===== src/rtl/ahb_resp_mux.sv =====
// ahb_resp_mux: AHB-Lite slave response multiplexer with a built-in default slave.
// A data-phase select register (dsel) steers HRDATA/HREADY/HRESP from one of four
// slaves, an idle "none" source, or the default slave. The default slave answers
// unmapped active transfers with a two-cycle ERROR response.
// Optional macro AHB_RESP_MUX_ERRCNT_EN adds a saturating default-slave error
// counter (err_count) and capture of the last unmapped address (err_addr).
module ahb_resp_mux #(
  parameter logic [31:0] DEF_RDATA = 32'hDEAD_BEEF,
  parameter int          ERR_CNT_W = 8
) (
  input  logic        HCLK,
  input  logic        HRESET,
  input  logic [1:0]  HTRANS,
  input  logic [31:0] HADDR,
  input  logic        HSEL_ROM,
  input  logic        HSEL_SRAM,
  input  logic        HSEL_APB,
  input  logic        HSEL_DMA,
  input  logic [31:0] HRDATA_ROM,
  input  logic [31:0] HRDATA_SRAM,
  input  logic [31:0] HRDATA_APB,
  input  logic [31:0] HRDATA_DMA,
  input  logic        HREADYOUT_ROM,
  input  logic        HREADYOUT_SRAM,
  input  logic        HREADYOUT_APB,
  input  logic        HREADYOUT_DMA,
  input  logic        HRESP_ROM,
  input  logic        HRESP_SRAM,
  input  logic        HRESP_APB,
  input  logic        HRESP_DMA,
  output logic [31:0] HRDATA,
  output logic        HREADY,
  output logic        HRESP
`ifdef AHB_RESP_MUX_ERRCNT_EN
  ,
  output logic [ERR_CNT_W-1:0] err_count,
  output logic [31:0]          err_addr
`endif
);

  typedef enum logic [2:0] {SEL_NONE, SEL_ROM, SEL_SRAM, SEL_APB, SEL_DMA, SEL_DEF} dsel_t;
  typedef enum logic [1:0] {DS_IDLE, DS_ERR1, DS_ERR2} ds_t;

  dsel_t dsel, dec_sel;
  ds_t   ds_state;
  logic  unmapped_act;

  // Address-phase decode: fixed priority among selects, then default slave for
  // active transfers nobody claims.
  always_comb begin
    dec_sel = SEL_NONE;
    if (HSEL_ROM)       dec_sel = SEL_ROM;
    else if (HSEL_SRAM) dec_sel = SEL_SRAM;
    else if (HSEL_APB)  dec_sel = SEL_APB;
    else if (HSEL_DMA)  dec_sel = SEL_DMA;
    else if (HTRANS[1]) dec_sel = SEL_DEF;
  end

  assign unmapped_act = (dec_sel == SEL_DEF);

  // Data-phase select advances only when the bus is ready.
  always_ff @(posedge HCLK) begin
    if (HRESET)      dsel <= SEL_NONE;
    else if (HREADY) dsel <= dec_sel;
  end

  // Default-slave FSM: ERR1 (wait, ERROR) then ERR2 (ready, ERROR).
  always_ff @(posedge HCLK) begin
    if (HRESET) ds_state <= DS_IDLE;
    else begin
      case (ds_state)
        DS_IDLE: if (HREADY && unmapped_act) ds_state <= DS_ERR1;
        DS_ERR1: ds_state <= DS_ERR2;
        DS_ERR2: ds_state <= unmapped_act ? DS_ERR1 : DS_IDLE;
        default: ds_state <= DS_IDLE;
      endcase
    end
  end

  // Response path is purely combinational from dsel so no latency is added.
  always_comb begin
    HRDATA = 32'h0;
    HREADY = 1'b1;
    HRESP  = 1'b0;
    case (dsel)
      SEL_ROM:  begin HRDATA = HRDATA_ROM;  HREADY = HREADYOUT_ROM;  HRESP = HRESP_ROM;  end
      SEL_SRAM: begin HRDATA = HRDATA_SRAM; HREADY = HREADYOUT_SRAM; HRESP = HRESP_SRAM; end
      SEL_APB:  begin HRDATA = HRDATA_APB;  HREADY = HREADYOUT_APB;  HRESP = HRESP_APB;  end
      SEL_DMA:  begin HRDATA = HRDATA_DMA;  HREADY = HREADYOUT_DMA;  HRESP = HRESP_DMA;  end
      SEL_DEF:  begin
        HRDATA = DEF_RDATA;
        HREADY = (ds_state != DS_ERR1);
        HRESP  = (ds_state != DS_IDLE);
      end
      default: ;
    endcase
  end

`ifdef AHB_RESP_MUX_ERRCNT_EN
  // Count each new ERROR response (entry into ERR1) and remember its address.
  always_ff @(posedge HCLK) begin
    if (HRESET) begin
      err_count <= '0;
      err_addr  <= 32'h0;
    end else if (HREADY && unmapped_act) begin
      if (err_count != {ERR_CNT_W{1'b1}}) err_count <= err_count + 1'b1;
      err_addr <= HADDR;
    end
  end
`else
  // Without error capture the address bus and counter width have no consumer.
  localparam int unused_cnt_w = ERR_CNT_W;
  logic unused_haddr;
  assign unused_haddr = ^{HADDR, unused_cnt_w[0]};
`endif

endmodule


===== config.mk =====
export PLATFORM = sky130hd
export DESIGN_NAME = ahb_resp_mux
export DESIGN_NICKNAME = d
export VERILOG_FILES = /design/src/rtl/ahb_resp_mux.sv
export SDC_FILE = /design/constraint.sdc
export NUM_CORES = 1
export LEC_CHECK = 0
export CAP_MARGIN = 20
export CORE_ASPECT_RATIO = 1.2
export CORE_MARGIN = 10
export CORE_UTILIZATION = 22
export CTS_CLUSTER_SIZE = 24
export DETAILED_ROUTE_END_ITERATION = 10
export PLACE_DENSITY = 0.8
export SLEW_MARGIN = 30
export SYNTH_ARGS = -nofsm -noshare
export SYNTH_HDL_FRONTEND = slang
export SYNTH_SLANG_ARGS = --single-unit

===== constraint.sdc =====
create_clock -name HCLK -period 1.4 [get_ports HCLK]
set_clock_uncertainty 0.15 [all_clocks]
set_input_delay 0.28 -clock HCLK [delete_from_list [all_inputs] [get_ports HCLK]]
set_output_delay 0.28 -clock HCLK [all_outputs]
set_load 0.01 [all_outputs]

# Word level (Yosys, flattened, before mapping)
# Cells that the tools add are included.
[word_totals]
out_inout_bits = 34
in_bits = 176
reg_bits = 5
wordCells = 26
[op_classes]
eq_ne = 10
mux = 11
n_reduce_logical = 3
[ops]
columns = ["cell", "count"]
rows = [
  ["one-hot mux 32 bit (5 select lines)", 1],
  ["2-to-1 mux 3 bit", 5],
  ["one-hot mux 1 bit (5 select lines)", 2],
  ["equality test 3 bit (second input constant)", 3],
  ["equality test 3 x 2 -> 1 bit (second input constant)", 2],
  ["one-hot mux 2 bit (3 select lines)", 1],
  ["equality test 3 x 1 -> 1 bit (second input constant)", 1],
  ["equality test 2 x 1 -> 1 bit (second input constant)", 1],
  ["equality test 2 bit (second input constant)", 1],
  ["zero test 2 bit", 1],
  ["2-to-1 mux 2 bit", 1],
  ["!= test 2 x 1 -> 1 bit (second input constant)", 1],
  ["!= test 2 bit (second input constant)", 1],
  ["nonzero test 2 bit", 1],
  ["logical AND 1 bit", 1],
  ["2-to-1 mux 1 bit", 1],
]

# Depth between registers and ports, before layout
# Gate-level depths: netlist (run 1).
[logic_depth]
depth_word = 9
ltp_mapped = 6
ltp_nobuf = 4

# Least setup slack after synthesis (run 1)
# OpenSTA, ideal clock, no wires.
[synth_path]
path_type = "flip-flop to output port"
from = "register dsel[0]"
to = "output port HRESP"
required_time_ns = 0.970
path_buffers = 2
arrival_ns = 1.143
path_stages_with_launch = 7
slack_ns = -0.173
cell_sequence = "dfxtp_1 -> buf_4 -> buf_4 -> nor2_1 -> a211oi_1 -> a31oi_1 -> o22ai_1"
[synth_via]
elab_chain_len = 2
word_cells_on_any_way = 6
cone_classes = "eq/ne: 5; mux: 1"
[synth_lines]
columns = ["item", "line_no", "rtl"]
rows = [
  ["start: declaration", "44", "dsel_t dsel, dec_sel;"],
  ["start signal: assignment", "64", "else if (HREADY) dsel <= dec_sel;"],
  ["equality test 3 bit (tied with other cells)", "85", "case (dsel)"],
  ["one-hot mux 1 bit (5 select lines) *", "85", ""],
  ["end: declaration", "33", "output logic HRESP"],
]
# Every way passes the cells marked *; elsewhere a longest branch is shown, timed or not.

# Worst setup path after layout (run 1)
[layout_path]
from = "register dsel[1]"
to = "output port HREADY"
[layout_via]
elab_chain_len = 2
word_cells_on_any_way = 6
cone_classes = "eq/ne: 5; mux: 1"
[layout_lines]
columns = ["item", "line_no", "rtl"]
rows = [
  ["equality test 3 bit (tied with other cells)", "85", ""],
  ["one-hot mux 1 bit (5 select lines) *", "85", ""],
  ["end: declaration", "32", "output logic HREADY,"],
]
# Marks and branches as above.

==> results_dict.tcl, run 1 <==
set metrics [dict create \
    status "finished, violations left" \
    violations "negative setup slack" \
    first_iter_violations 60 \
    vias 2548 \
    drt_first_pass_iters 4 \
    postRouteAntennaNets 0 \
    worstSetupPathType "reg2out" \
    drt-wirelength-per-cell_um 18.6 \
    syn-num-nets 400 \
    clk_latency_ns 0.22 \
    timing.setup.tns_ns -15.19 \
    grt_overflow 0 \
    power.density_nw_per_um2 519 \
    setup.worst_path.start_class "flop" \
    worst_slack_ns -0.486 \
    utilization_pct 66.5 \
    placed_area_um2 3750 \
    antenna_found_initial 0 \
    layout-drive-gt1-share_pct 45.4 \
    relSlewSlack_pct 69.1 \
    rows 32 \
    syn-instance-count 224 \
    crit_path_end_kind "output pin" \
    fin_crit_ns 1.89 \
    area_growth_syn_to_layout_pct 197 \
    port_buffers 176 \
    power_frac_seq_pct 7.5 \
    ys_seq_area_share_pct 7.01 \
    synth_cell_types 27 \
    syn_area_um2 1430 \
    cts_root_buf "clkbuf_8" \
    htreeDepth 1 \
    ios 210 \
    hp-class "reg2reg" \
    clockBufferDepth 2 \
    grt_setup_unrepaired "yes" \
    hold_viol_final 0 \
    maxCapViolations 0 \
    power.leakage_nw 1.65 \
    period_share_pct 135 \
    die_w_um 93.5 \
    tightest_slew_ns 0.459 \
    avgSynthCellArea_um2 6.37 \
    fin_nets 615 \
    synth_edf_count 0 \
    async_flop_share_pct 0 \
    core-area_um2 6370 \
    netlist_top_cells_count "61 x nor2_1, 35 x mux2i_1, 33 x a21oi_1" \
    synth_seq_cells 5 \
    ir_drop_v 0.000306 \
    swShare_pct 37.2 \
    cts_tree "yes" \
    cp.arrival_ns 1.46 \
    grt_pass1_wl_um 13500 \
    drc 0 \
    intPower_w 0.00138 \
    p_sw_w 0.000817 \
    via_per_inst 4.87 \
    setup_viol 38 \
    clkTransAtPathRegs_ns 0.04 \
    dp_hpwl_um 7550 \
    track_usage_pct 16.7 \
    holdWs_ns 0.376 \
    worstPathRequired_ns 0.97 \
    cts_buffers 3 \
    grt_max_degree 19 \
    ys.flop_type "dfxtp_1" \
    dpl_worst_slack_ns -0.756 \
    synth_area_leaders "mux2i_1 25%, nor2_1 16%, a21oi_1 12%" \
    synth.top_cell.area_share_pct 24.5 \
    crit_path_max_fanout 4 \
    die_h_um 108 \
    drv_slew 0 \
    max_freq_mhz 530 \
    design_area_um2 4230 \
    drt_wl_total_um 9730 \
    combPwrFrac_pct 80.1 \
    gp_congestion 0.862 \
    diodes 0 \
    synth_top_area_cell "mux2i_1" \
    cts_sinks 5 \
    initial_utilization_pct 22.4 \
    yosysMostFrequentCell "nor2_1" \
    dieArea_um2 10100 \
    grt_pass1_vias 2573 \
    ys.warnings.count 0 \
    pwr-share-clk_pct 12.4 \
]
-- metal layers --
layer	track usage, %	wire, µm
met2	31.7	5110
met1	16.3	3430
met5	0	0
met3	6.87	1040
met4	3.91	147
-- kinds of logic (layout without fill, tap and decap cells) --
kind of cell,Yosys count,in the layout,synth area share (%)
AND/OR/NAND/NOR,79,79,22.9
AO/OA/AOI/OAI,77,77,35.1
multiplexers,35,35,24.5
buffers and inverters,28,242,10.5
flip-flops,5,5,7.01
-- state kept, by name, indices dropped and copies added, names as in the netlist --
register	count
ds_state	2
dsel	3
-- layout make-up --
class,count,area [µm²]
repair buffers,229,2250
flip-flops and latches,5,111
well taps,85,106
repair inverters,1,6.26
fillers,502,2130
multi-input cells,191,1680
clock buffers,4,45.0
inverters,8,37.5
-- stage by stage --
step	instances	total power, W
finish	523	0.00220
floorplan	224	0.000853
global route	523	0.00233
CTS	519	0.00206
detailed placement	501	0.00175
global placement	501	0.00173
-- worst paths after layout --
check	end	slack, ns	cells past startpoint	from
hold reg to reg	ds_state[0]$_SDFFE_PP0P_	0.38	2	ds_state[1]$_SDFFE_PP0P_
setup / recovery	HREADY	-0.49	6	dsel[1]$_SDFFE_PP0P_
hold / removal	ds_state[0]$_SDFFE_PP0P_	0.38	2	ds_state[1]$_SDFFE_PP0P_
setup reg to reg	ds_state[0]$_SDFFE_PP0P_	-0.32	7	dsel[1]$_SDFFE_PP0P_
-- timing repair --
action	4_1_cts	5_1_grt
gates resized for setup	198	47
hold buffers	0	0
setup buffers	12	3
endpoints found under the setup margin	38	38
cloned	2	2
pin swaps	8	9
-- power groups by stage --
| stage | Sequential [W] | Clock (W) | Combinational [W] |
|---|---|---|---|
| 2_1_floorplan | 0.000159 | 0 | 0.000694 |
| 3_3_place_gp | 0.000165 | 0 | 0.00156 |
| 3_5_place_dp | 0.000166 | 0 | 0.00159 |
| 4_1_cts | 0.000163 | 0.000275 | 0.00162 |
| 5_1_grt | 0.000166 | 0.000289 | 0.00187 |
| 6_report | 0.000166 | 0.000271 | 0.00176 |
-- placed cells by master, fill, tap and decap left out, types with 7 or more instances in the layout --
cell type and instances:
clkdlybuf4s50_1 142, mux2i_1 26, a21oi_2 17, nor2_1 32
buf_4 25, buf_12 10, a21oi_1 14, o22ai_2 24
nor2_4 8, buf_6 16, o21ai_2 7, buf_2 31
nor2_2 21
-- critical path: stages (launching register included) --
cell and delay [ns]:
dfxtp_4 0.38, buf_6 0.11, and2b_2 0.24, o2bb2ai_4 0.14, a22oi_4 0.20, inv_2 0.05
buf_6 0.11
Power figures use the tool's default switching activity.
==> run 2: changes to the inputs <==
- HOLD_SLACK_MARGIN: unset -> 0.05
==> results of run 2 <==
Same layout as run 1: the final DEF is identical, and so are final timing and power.
==> run 3: changes to the inputs <==
- PLACE_DENSITY: 0.8 -> unset
- PLACE_DENSITY_LB_ADDON: unset -> 0.25
==> run 3 against run 2 <==
The flow still finishes with violations (negative setup slack). Largest power group unchanged. Highest routed layer unchanged. Global-route usage is 0.16 points lower. Total power up 2.0%. Sequential share of layout area is 0.065 points lower. Setup slack gained 0.0092 ns. Die area stayed put.
==> results_dict.tcl, run 3 (same netlist as run 1, synthesis figures left out) <==
set metrics [dict create \
    initial_utilization_pct 22.4 \
    clk_latency_ns 0.22 \
    area_growth_syn_to_layout_pct 197 \
    cp.arrival_ns 1.45 \
    via_per_inst 4.78 \
    core-area_um2 6370 \
    dp_hpwl_um 7380 \
    max_freq_mhz 533 \
    grt_pass1_vias 2645 \
    setup.worst_path.start_class "flop" \
    ios 210 \
    die_w_um 93.5 \
    hold_viol_final 0 \
    timing.rr.start "dsel[0]$_SDFFE_PP0P_" \
    slowest_delay_ns 0.38 \
    crit_chain "buf_6 > clkbuf_16 > nor2_2 > nor2_1 > a21oi_2 > o22ai_2 > buf_2" \
    crit_path_end_kind "output pin" \
    holdBufCountCts 0 \
    final_common_cell "clkdlybuf4s50_1" \
    power.leakage_nw 1.67 \
    die_h_um 108 \
    power.density_nw_per_um2 528 \
    ir_drop_v 0.000290 \
    multi_input_area_um2 1700 \
    reg_top3 "dsel: 3 flops, ds_state: 2 flops" \
    dieArea_um2 10100 \
    seqCellArea_um2 109 \
    grt_setup_unrepaired "yes" \
    maxCapViolations 0 \
    crit_family "buffers and inverters" \
    setup_viol 38 \
    nFillCells 524 \
    timing.setup.tns_ns -15.23 \
    mostFrequentLayoutCells "142 x clkdlybuf4s50_1, 40 x nor2_1, 33 x buf_2, 27 x buf_4, 24 x o22ai_2" \
    drv_slew 0 \
    clockBufferDepth 2 \
    violations "negative setup slack" \
    cts_sinks 5 \
    diodes 0 \
    crit_path_max_fanout 7 \
    cts_buffers 3 \
    cts_root_buf "clkbuf_8" \
    clkTransAtPathRegs_ns 0.04 \
    worstSetupPathType "reg2out" \
    fin_nets 616 \
    largest_reg_flops 3 \
    drt_first_pass_iters 4 \
    worst_slack_ns -0.477 \
    postRouteAntennaNets 0 \
    track_usage_pct 16.5 \
    dpl_worst_slack_ns -0.786 \
    hold_end "ds_state[0]$_SDFFE_PP0P_" \
    crit_slowest_cell "dfxtp_4" \
    port_buffers 176 \
    fin_crit_ns 1.88 \
    antenna_found_initial 0 \
    relSlewSlack_pct 70.4 \
    drc 0 \
    first_iter_violations 28 \
    drt-wirelength-per-cell_um 18.2 \
    layout-drive-gt1-share_pct 45.6 \
    worstRegToRegCells 6 \
    holdWs_ns 0.363 \
    worstPathRequired_ns 0.97 \
    min_from "ds_state[1]$_SDFFE_PP0P_" \
    gp_congestion 0.854 \
    grt_max_degree 19 \
    status "finished, violations left" \
    cp_num_buf_inv 3 \
    period_share_pct 134 \
    top_register "dsel" \
    grt_overflow 0 \
    cts_tree "yes" \
    whs_path_depth 2 \
    vias 2505 \
    r2r_setup_slack_ns -0.31 \
    htreeDepth 1 \
    drt_wl_total_um 9530 \
    r2r_end "ds_state[0]$_SDFFE_PP0P_" \
    rows 32 \
    grt_pass1_wl_um 13600 \
    tightest_slew_ns 0.439 \
    hp-class "reg2reg" \
]
## run 3: worst max path at each step
stage / startpoint / to / depth (start not counted)
finish: dsel[0]$_SDFFE_PP0P_ / HRDATA[30] / 7
detailed placement: HRESP_DMA / HRESP / 6
global placement: HRESP_DMA / HRESP / 6
CTS: dsel[0]$_SDFFE_PP0P_ / HRDATA[23] / 6
floorplan: dsel[0]$_SDFFE_PP0P_ / HRDATA[0] / 5
global route: dsel[0]$_SDFFE_PP0P_ / HRDATA[30] / 7
## run 3: through the flow
| step | instances | util (%) | cell area [µm²] | total power, W |
|---|---|---|---|---|
| 6_report | 524 | 66.7 | 4240 | 0.00224 |
| 5_1_grt | 524 | 66.7 | 4240 | 0.00237 |
| 4_1_cts | 520 | 62.9 | 4000 | 0.00212 |
| 3_5_place_dp | 502 | 58.5 | 3720 | 0.00171 |
| 3_3_place_gp | 502 | 58.5 | 3720 | 0.00169 |
| 2_1_floorplan | 224 | - | 1660 | 0.000853 |
## run 3: repair_timing
action	in CTS	in global routing
pin swaps	22	27
cloned	5	3
endpoints found under the setup margin	38	38
hold endpoints to repair	0	0
buffers inserted	9	4
resized for setup	196	54
## run 3: tightest hold or removal path: cells and delay by family, from the launching register on
kind / cells / cell delay, ns
buffers and inverters: 1 / 0.09
flip-flops: 1 / 0.31
AO/OA/AOI/OAI: 1 / 0.07
## run 3: final cells by class
class | count | area share, %
Clock buffer | 4 | 1.06
Multi-Input combinational cell | 191 | 40.0
Tap cell | 85 | 2.51
Inverter | 8 | 0.767
Timing Repair Buffer | 231 | 53.1
Sequential cell | 5 | 2.56
## run 3: routing by layer
| metal | track usage [%] | part of all wire [%] | vias up | routed length, µm |
|---|---|---|---|---|
| met5 | 0 | 0 | - | 0 |
| met4 | 4.35 | 1.2 | 0 | 119 |
| met3 | 6.52 | 12 | 8 | 1110 |
| met2 | 30.6 | 51 | 130 | 4840 |
| met1 | 16.8 | 36 | 1130 | 3460 |
| li1 | - | - | 1237 | - |
## run 3: report_power, final
part / leakage [nW] / switching (W) / total, W / internal (W)
clock: 0.0228 / 0.0000760 / 0.000272 / 0.000196
sequential: 0.0426 / 0.0000238 / 0.000176 / 0.000152
combinational: 1.60 / 0.000723 / 0.00179 / 0.00107
